File: config.mk
export PLATFORM = sky130hd
export DESIGN_NAME = conv_operand_feeder
export DESIGN_NICKNAME = d
export VERILOG_FILES = /design/src/rtl/conv_operand_feeder.sv
export SDC_FILE = /design/constraint.sdc
export NUM_CORES = 1
export LEC_CHECK = 0
export ABC_AREA = 1
export CELL_PAD_IN_SITES_DETAIL_PLACEMENT = 1
export CELL_PAD_IN_SITES_GLOBAL_PLACEMENT = 1
export CORE_ASPECT_RATIO = 1.2
export CORE_MARGIN = 2
export CORE_UTILIZATION = 37
export CTS_CLUSTER_SIZE = 14
export DETAILED_ROUTE_END_ITERATION = 7
export DONT_BUFFER_PORTS = 1
export MAX_ROUTING_LAYER = met4
export PLACE_DENSITY = 0.64
export SLEW_MARGIN = 25
export SYNTH_ARGS = -nofsm -noshare
export SYNTH_HDL_FRONTEND = slang
export SYNTH_SLANG_ARGS = --single-unit
File: constraint.sdc
create_clock -name i_clk -period 2 [get_ports i_clk]
set_input_delay 0.2 -clock i_clk [delete_from_list [all_inputs] [get_ports i_clk]]
set_output_delay 0.2 -clock i_clk [all_outputs]
set_load 0.02 [all_outputs]
File: src/rtl/conv_operand_feeder.sv
// conv_operand_feeder: sequences one convolution window into a PE chain.
// Holds an N-entry weight file, issues one tap (x, w, initial psum) per
// accepted activation, then waits D cycles for the chain to drain and pulses
// o_done.
module conv_operand_feeder #(
  parameter int XW  = 8,
  parameter int WW  = 8,
  parameter int BW1 = 16,
  parameter int N   = 9,
  parameter int D   = 4,
  parameter int AW  = 4
) (
  input  logic           i_clk,
  input  logic           i_rst_n,
  input  logic           i_w_we,
  input  logic [AW-1:0]  i_w_addr,
  input  logic [WW-1:0]  i_w_data,
  input  logic [BW1-1:0] i_bias,
  input  logic           i_start,
  output logic           o_busy,
  input  logic           i_x_valid,
  input  logic [XW-1:0]  i_x,
  output logic           o_x_ready,
  output logic [XW-1:0]  o_x,
  output logic [WW-1:0]  o_w,
  output logic [BW1-1:0] o_psum,
  output logic           o_valid,
  output logic           o_first,
  output logic           o_last,
  output logic           o_done
);

  localparam int TCW = $clog2(N + 1);
  localparam int DCW = $clog2(D + 1);

  typedef enum logic [1:0] {
    S_IDLE  = 2'd0,
    S_FEED  = 2'd1,
    S_DRAIN = 2'd2
  } state_t;

  state_t                r_state;
  state_t                w_state_nxt;
  logic [TCW-1:0]        r_tap_cnt;
  logic [DCW-1:0]        r_drain_cnt;
  logic signed [BW1-1:0] r_bias;
  logic signed [WW-1:0]  r_wmem [2**AW];

  logic signed [XW-1:0]  r_x_p1;
  logic signed [WW-1:0]  r_w_p1;
  logic signed [BW1-1:0] r_psum_p1;
  logic                  r_vld_p1;
  logic                  r_first_p1;
  logic                  r_last_p1;

  logic                  w_xfer;
  logic                  w_tap_first;
  logic                  w_tap_last;
  logic                  w_drain_end;
  logic                  w_w_addr_ok;

  // The feeder is only ready in FEED, so the handshake reduces to valid in FEED.
  assign w_xfer      = (r_state == S_FEED) && i_x_valid;
  assign w_tap_first = (r_tap_cnt == '0);
  assign w_tap_last  = (r_tap_cnt == TCW'(N - 1));
  assign w_drain_end = (r_drain_cnt == DCW'(D));
  assign w_w_addr_ok = ({{(32-AW){1'b0}}, i_w_addr} < 32'(N));

  // State register.
  always_ff @(posedge i_clk) begin
    if (!i_rst_n) r_state <= S_IDLE;
    else          r_state <= w_state_nxt;
  end

  // Next-state logic and state-decoded outputs.
  always_comb begin
    w_state_nxt = r_state;
    o_x_ready   = 1'b0;
    o_busy      = 1'b0;
    o_done      = 1'b0;
    case (r_state)
      S_IDLE: begin
        if (i_start) w_state_nxt = S_FEED;
      end
      S_FEED: begin
        o_x_ready = 1'b1;
        o_busy    = 1'b1;
        if (w_xfer && w_tap_last) w_state_nxt = S_DRAIN;
      end
      S_DRAIN: begin
        o_busy = 1'b1;
        if (w_drain_end) begin
          o_done      = 1'b1;
          w_state_nxt = S_IDLE;
        end
      end
      default: w_state_nxt = S_IDLE;
    endcase
  end

  // Tap and drain counters plus the bias latched at window start.
  always_ff @(posedge i_clk) begin
    if (!i_rst_n) begin
      r_tap_cnt   <= '0;
      r_drain_cnt <= '0;
      r_bias      <= '0;
    end else begin
      case (r_state)
        S_IDLE: begin
          if (i_start) begin
            r_bias    <= $signed(i_bias);
            r_tap_cnt <= '0;
          end
        end
        S_FEED: begin
          if (w_xfer) begin
            if (w_tap_last) r_drain_cnt <= '0;
            else            r_tap_cnt   <= r_tap_cnt + TCW'(1);
          end
        end
        S_DRAIN: begin
          // The o_last cycle is drain count 0; o_done fires at count D.
          if (!w_drain_end) r_drain_cnt <= r_drain_cnt + DCW'(1);
        end
        default: ;
      endcase
    end
  end

  // Weight file: written only while idle and only for addresses below N.
  always_ff @(posedge i_clk) begin
    if (i_w_we && (r_state == S_IDLE) && w_w_addr_ok)
      r_wmem[i_w_addr] <= $signed(i_w_data);
  end

  // Stage p0 -> p1: register the tap one cycle after its handshake; data holds when idle.
  always_ff @(posedge i_clk) begin
    if (!i_rst_n) begin
      r_x_p1     <= '0;
      r_w_p1     <= '0;
      r_psum_p1  <= '0;
      r_vld_p1   <= 1'b0;
      r_first_p1 <= 1'b0;
      r_last_p1  <= 1'b0;
    end else begin
      r_vld_p1   <= w_xfer;
      r_first_p1 <= w_xfer && w_tap_first;
      r_last_p1  <= w_xfer && w_tap_last;
      if (w_xfer) begin
        r_x_p1    <= $signed(i_x);
        r_w_p1    <= r_wmem[AW'(r_tap_cnt)];
        r_psum_p1 <= w_tap_first ? r_bias : '0;
      end
    end
  end

  assign o_x     = r_x_p1;
  assign o_w     = r_w_p1;
  assign o_psum  = r_psum_p1;
  assign o_valid = r_vld_p1;
  assign o_first = r_first_p1;
  assign o_last  = r_last_p1;

endmodule

Word-level counts from Yosys, hierarchy flattened:

Memories as Yosys holds them, arrays and structs flattened. A register that Yosys moved wholly into a read port is not among the register bits.
Cells that the tools add are included.

* memory bits (writable): 128
* memories: 1
* input port bits: 41
* output and inout bits: 38
* flip-flop bits (word level): 52

Memories
* r_wmem: words 16, width 8, rd ports 1, clocked after Yosys merged registers in 1, write ports 1, line 47 `logic signed [WW-1:0] r_wmem [2**AW];`

* equal/unequal tests: 11
* reductions and logical operators: 15
* order comparisons: 1
* add/sub/neg operators: 2
* mux-type cells: 19

Operators with widths (count)
* $mux W16: 1
* $mux W4: 3
* $ne A2 B2 Y1 const B: 6
* $mux W3: 3
* $pmux W4 S2: 1
* $reduce_and A4 Y1: 2
* $mux W1: 6
* $mux W2: 3
* $pmux W2 S3: 1
* $pmux W3 S2: 1
* $logic_and A1 B1 Y1: 5
* $add A4 B1 Y4 const B: 1
* $eq A4 B4 Y1 const B: 1
* $logic_not A4 Y1: 1
* $lt A4 B4 Y1 const B: 1
* $reduce_bool A2 Y1: 2
* $add A3 B1 Y3 const B: 1
* $eq A3 B3 Y1 const B: 1
* $reduce_and A3 Y1: 1
* $eq A2 B1 Y1 const B: 1
* $eq A2 B2 Y1 const B: 1
* $logic_not A2 Y1: 1
* $ne A2 B1 Y1 const B: 1
* $reduce_and A2 Y1: 1
* 2 further kinds: 2

Logic depth before layout (Yosys ltp):

* word-level depth: 5
* gate-level depth with buffers: 11
* mapped depth without buffers: 9

Least setup slack after synthesis:

OpenSTA, ideal clock, no wires.

* path kind: register to register
* start: register r_state[1]
* end: memory r_wmem[8][0], enable pin
* path buffers: 0
* library setup time: 395 ps
* data required time: 1605 ps
* arrival time: 1541 ps
* clock period less this slack: 1935 ps
* setup slack: 65 ps
* cell stages (with the launch flop): 5
* cell sequence: dfxtp_1 -> inv_1 -> ha_1 -> nand2_1 -> nor4_1

* longest elaborated chain between the ends: 5

Ends and longest elaborated chain
* start, declared: line 42 `state_t r_state;`
* start signal, assigned: line 72 `else r_state <= w_state_nxt;`
* $logic_not A2 Y1: line 132 `if (i_w_we && (r_state == S_IDLE) && w_w_addr_ok)`
* $logic_and A1 B1 Y1 (2 in a row): line 132
* $mux W1: line 132
* $mux W1 (implied by the code): line 133 `r_wmem[i_w_addr] <= $signed(i_w_data);`
* end, declared: line 47

Every way passes these cells.

Final worst setup path:

* start: register r_state[0]
* end: memory r_wmem[8][4], enable pin

Same word-level chain as after synthesis.

==> run_results.csv <==
group,metric,value,unit
logic_synthesis,synth_edf_count,128,
floorplan,ios,79,
job,drv_cap,0,
floorplan,die-area,0.02196,mm^2
global_route,grt_max_degree,52,
cts,cts_made_buffers,17,
timing,hold_ws,0.02654,ns
worst_setup_path,setup.worst_path.end,"r_wmem[8][4]",
timing,hold_violations,0,
worst_setup_path,reg2reg_to,"r_wmem[8][4]",
route,ant_nets,0,
route,drt-initial-drc-count,219,
logic_synthesis,ys_top_cells_by_area,"edfxtp_1, dfxtp_1, nand2_1",
route,post-route-drc-count,0,
cts,clk_path_buf_depth,2,
logic_synthesis,synth-main-ff-cell,"edfxtp_1",
cts,cts.sinks,188,
finish,drive_gt1_frac,0.09205,
finish,areaGrowthSynthToFinish,19.35,%
logic_synthesis,postSynthCellCount,777,
worst_setup_path,timing.rr.start,"r_state[0]",
timing,fin_crit_sh,0.9066,
logic_synthesis,synth_area_per_cell,9.897,um^2
finish,final_common_cell,"nand2_1",
timing,tightest_slew,0.7145,ns
timing,fin_tns_setup,0,ns
worst_setup_path,worstPathCellList,"inv_1 -> ha_1 -> nand2_1 -> nor4_1 -> buf_4",
cts,post_cts_resized,0,
cts,h-tree-depth,4,
floorplan,dieWidth,135.6,um
global_route,grt-ovfl-total,0,
worst_setup_path,critPathCaptureType,"flop",
floorplan,start_util,0.3783,
pwr,p_leak,3.771,nW
timing,fin_skew,0.01013,ns
worst_setup_path,crit_path_start,"r_state[0]",
pwr,p_per_area,1153,mW/mm^2
worst_setup_path,path_class,"reg2reg",
status,outcome,"completed",
worst_setup_path,r2r_slack,0.19,ns
global_route,grt_use_total,0.1863,
global_route,grt_pass1_wl,30.17,mm
timing,slew_headroom,0.5221,
global_route,grt_pass1_vias,5835,
route,via_per_inst,4.802,
finish,fin_cells,1145,
placement,place_congestion,0.7743,
global_route,antenna_found_initial,0,
finish,final_cell_mix,"nand2_1, edfxtp_1, nand3_1, nor2_1, inv_1",
floorplan,die_h,161.9,um
floorplan,core,0.02033,mm^2
route,wl,18.83,mm
worst_setup_path,crit_arrival,1.94,ns
cts,cts_tree,"yes",
worst_setup_path,reg2reg_depth,5,
timing,period_needed,1.813,ns
logic_synthesis,yosysSeqAreaShare,0.6560,
pwr,p_total,10.58,mW
min_path,hold_class,"in2reg",
cts,clk_latency,0.43,ns
placement,numPortBuffers,0,
worst_setup_path,crit_slowest_cell,"nor4_1",
cts,clk_pin_slew,0.07,ns
logic_synthesis,async_flop_share,0,
logic_synthesis,yosys.area.top_type,"edfxtp_1",
timing,setup_viol,0,
worst_setup_path,critPathLaunchType,"flop",
worst_setup_path,crit_fanout,8,
route,wl_per_cell,16.44,um
pwr,ir_drop,649.5,uV
logic_synthesis,synth.distinct_cells,30,
finish,nFillCells,2303,
floorplan,rows,57,
timing,rsz0062_at_grt,"no",
placement,numPlacedInstances,1082,
worst_setup_path,max_stage_delay,0.36,ns
finish,final_nets,916,
finish,n_antenna_cell,0,
placement,dpl.hpwl,12.66,mm
logic_synthesis,synth_top_cell_area_share,0.4998,
logic_synthesis,netlist_area,0.007690,mm^2
cts,cts_root_buf,"clkbuf_16",
timing,slew_violations,0,
timing,fmax,0.5515,GHz
route,via_count,5498,
logic_synthesis,yosysWarningCount,0,
route,drtPass1Iterations,4,
worst_setup_path,cp_data_required_time,2.13,ns
logic_synthesis,ys_ff_latch,188,
-- area by class of cell --
type | count | area, um^2 | share of cell area
clock buffers | 21 | 491.7 | 0.05358
clock inverters | 11 | 103.9 | 0.01132
inverters | 81 | 304.0 | 0.03313
multi-input cells | 527 | 2385 | 0.2599
flip-flops and latches | 188 | 5046 | 0.5498
well taps | 265 | 331.6 | 0.03613
repair buffers | 52 | 515.5 | 0.05617
-- Yosys cell counts (2+ instances only) --
cell        n
inv_2       8
nand2_1   198
nand3_1    76
nor3_1      2
inv_1      73
buf_2      16
o21ai_2    12
ha_1        8
a21oi_1    25
clkbuf_1   18
o21ai_1    29
o21ai_0    32
nor2_1     74
dfxtp_1    60
nand4_1     4
edfxtp_1  128
-- routing by layer --
metal	vias to the layer above	wire length, um	track usage
li1	2689	-	-
met1	2677	7757	0.2077
met2	107	9885	0.3297
met3	25	832	0.03964
met4	0	350	0.06297
met5	-	0	-
-- how the worst min path moves through the flow --
| stage | cells past startpoint | startpoint | to | slack (ns) |
|---|---|---|---|---|
| floorplan | 0 | i_w_data[0] | r_wmem[0][0] | 0.30 |
| global placement | 0 | i_w_data[4] | r_wmem[12][4] | 0.30 |
| detailed placement | 0 | i_w_data[7] | r_wmem[1][7] | 0.30 |
| CTS | 2 | i_bias[9] | r_bias[9] | 0.02 |
| global route | 2 | i_bias[0] | r_bias[0] | 0.04 |
| finish | 2 | i_bias[9] | r_bias[9] | 0.03 |
-- through the flow --
| step | util | setup WS [ns] | instance area, um^2 |
|---|---|---|---|
| final | 0.4515 | 0.1867 | 9178 |
| after global routing | 0.4515 | 0.03498 | 9178 |
| after floorplan | - | 0.06454 | 7896 |
| after CTS | 0.4515 | 0.1937 | 9178 |
| after detailed placement | 0.4065 | 0.2144 | 8262 |
| after global placement | 0.4065 | 0.2214 | 8262 |
-- worst max-delay path: cells and delay by family (launching register included) --
| family | cells | cell delay (ns) |
|---|---|---|
| AND/OR/NAND/NOR | 2 | 0.54 |
| buffers and inverters | 2 | 0.37 |
| flip-flops | 1 | 0.35 |
| adder cells (fa/ha/maj) | 1 | 0.24 |
-- kinds of logic after synthesis --
logic type / Yosys count / synth area share
AOI/OAI and AO/OA: 99 / 0.07061
buffers and inverters: 117 / 0.06069
DFF: 188 / 0.6560
adders and majority gates: 8 / 0.01302
other: 1 / 0.0004877
xor gates and xnor gates: 1 / 0.001139
and+or+nand+nor: 363 / 0.1980
-- sequential cells by signal, indices dropped and copies added (netlist names) --
| name | count |
|---|---|
| o_last | 1 |
| o_first | 1 |
| o_x | 8 |
| r_tap_cnt | 4 |
| r_bias | 16 |
| o_w | 8 |
| r_state | 2 |
| o_psum | 16 |
| o_valid | 1 |
| r_wmem | 128 |
| r_drain_cnt | 3 |
-- what timing repair did --
item / CTS / global route
hold buffers: 31 / 0
setup buffers: 0 / 0
endpoints found under the hold margin: 179 / 0
-- report_power, final --
part / leakage (nW) / internal [mW] / switching (mW) / total (mW)
logic: 1.78 / 0.768 / 1.73 / 2.49
registers: 1.69 / 4.49 / 0.254 / 4.74
clock network: 0.299 / 1.90 / 1.44 / 3.34
total: 3.77 / 7.16 / 3.42 / 10.6
(Power assumes the default switching activity.)
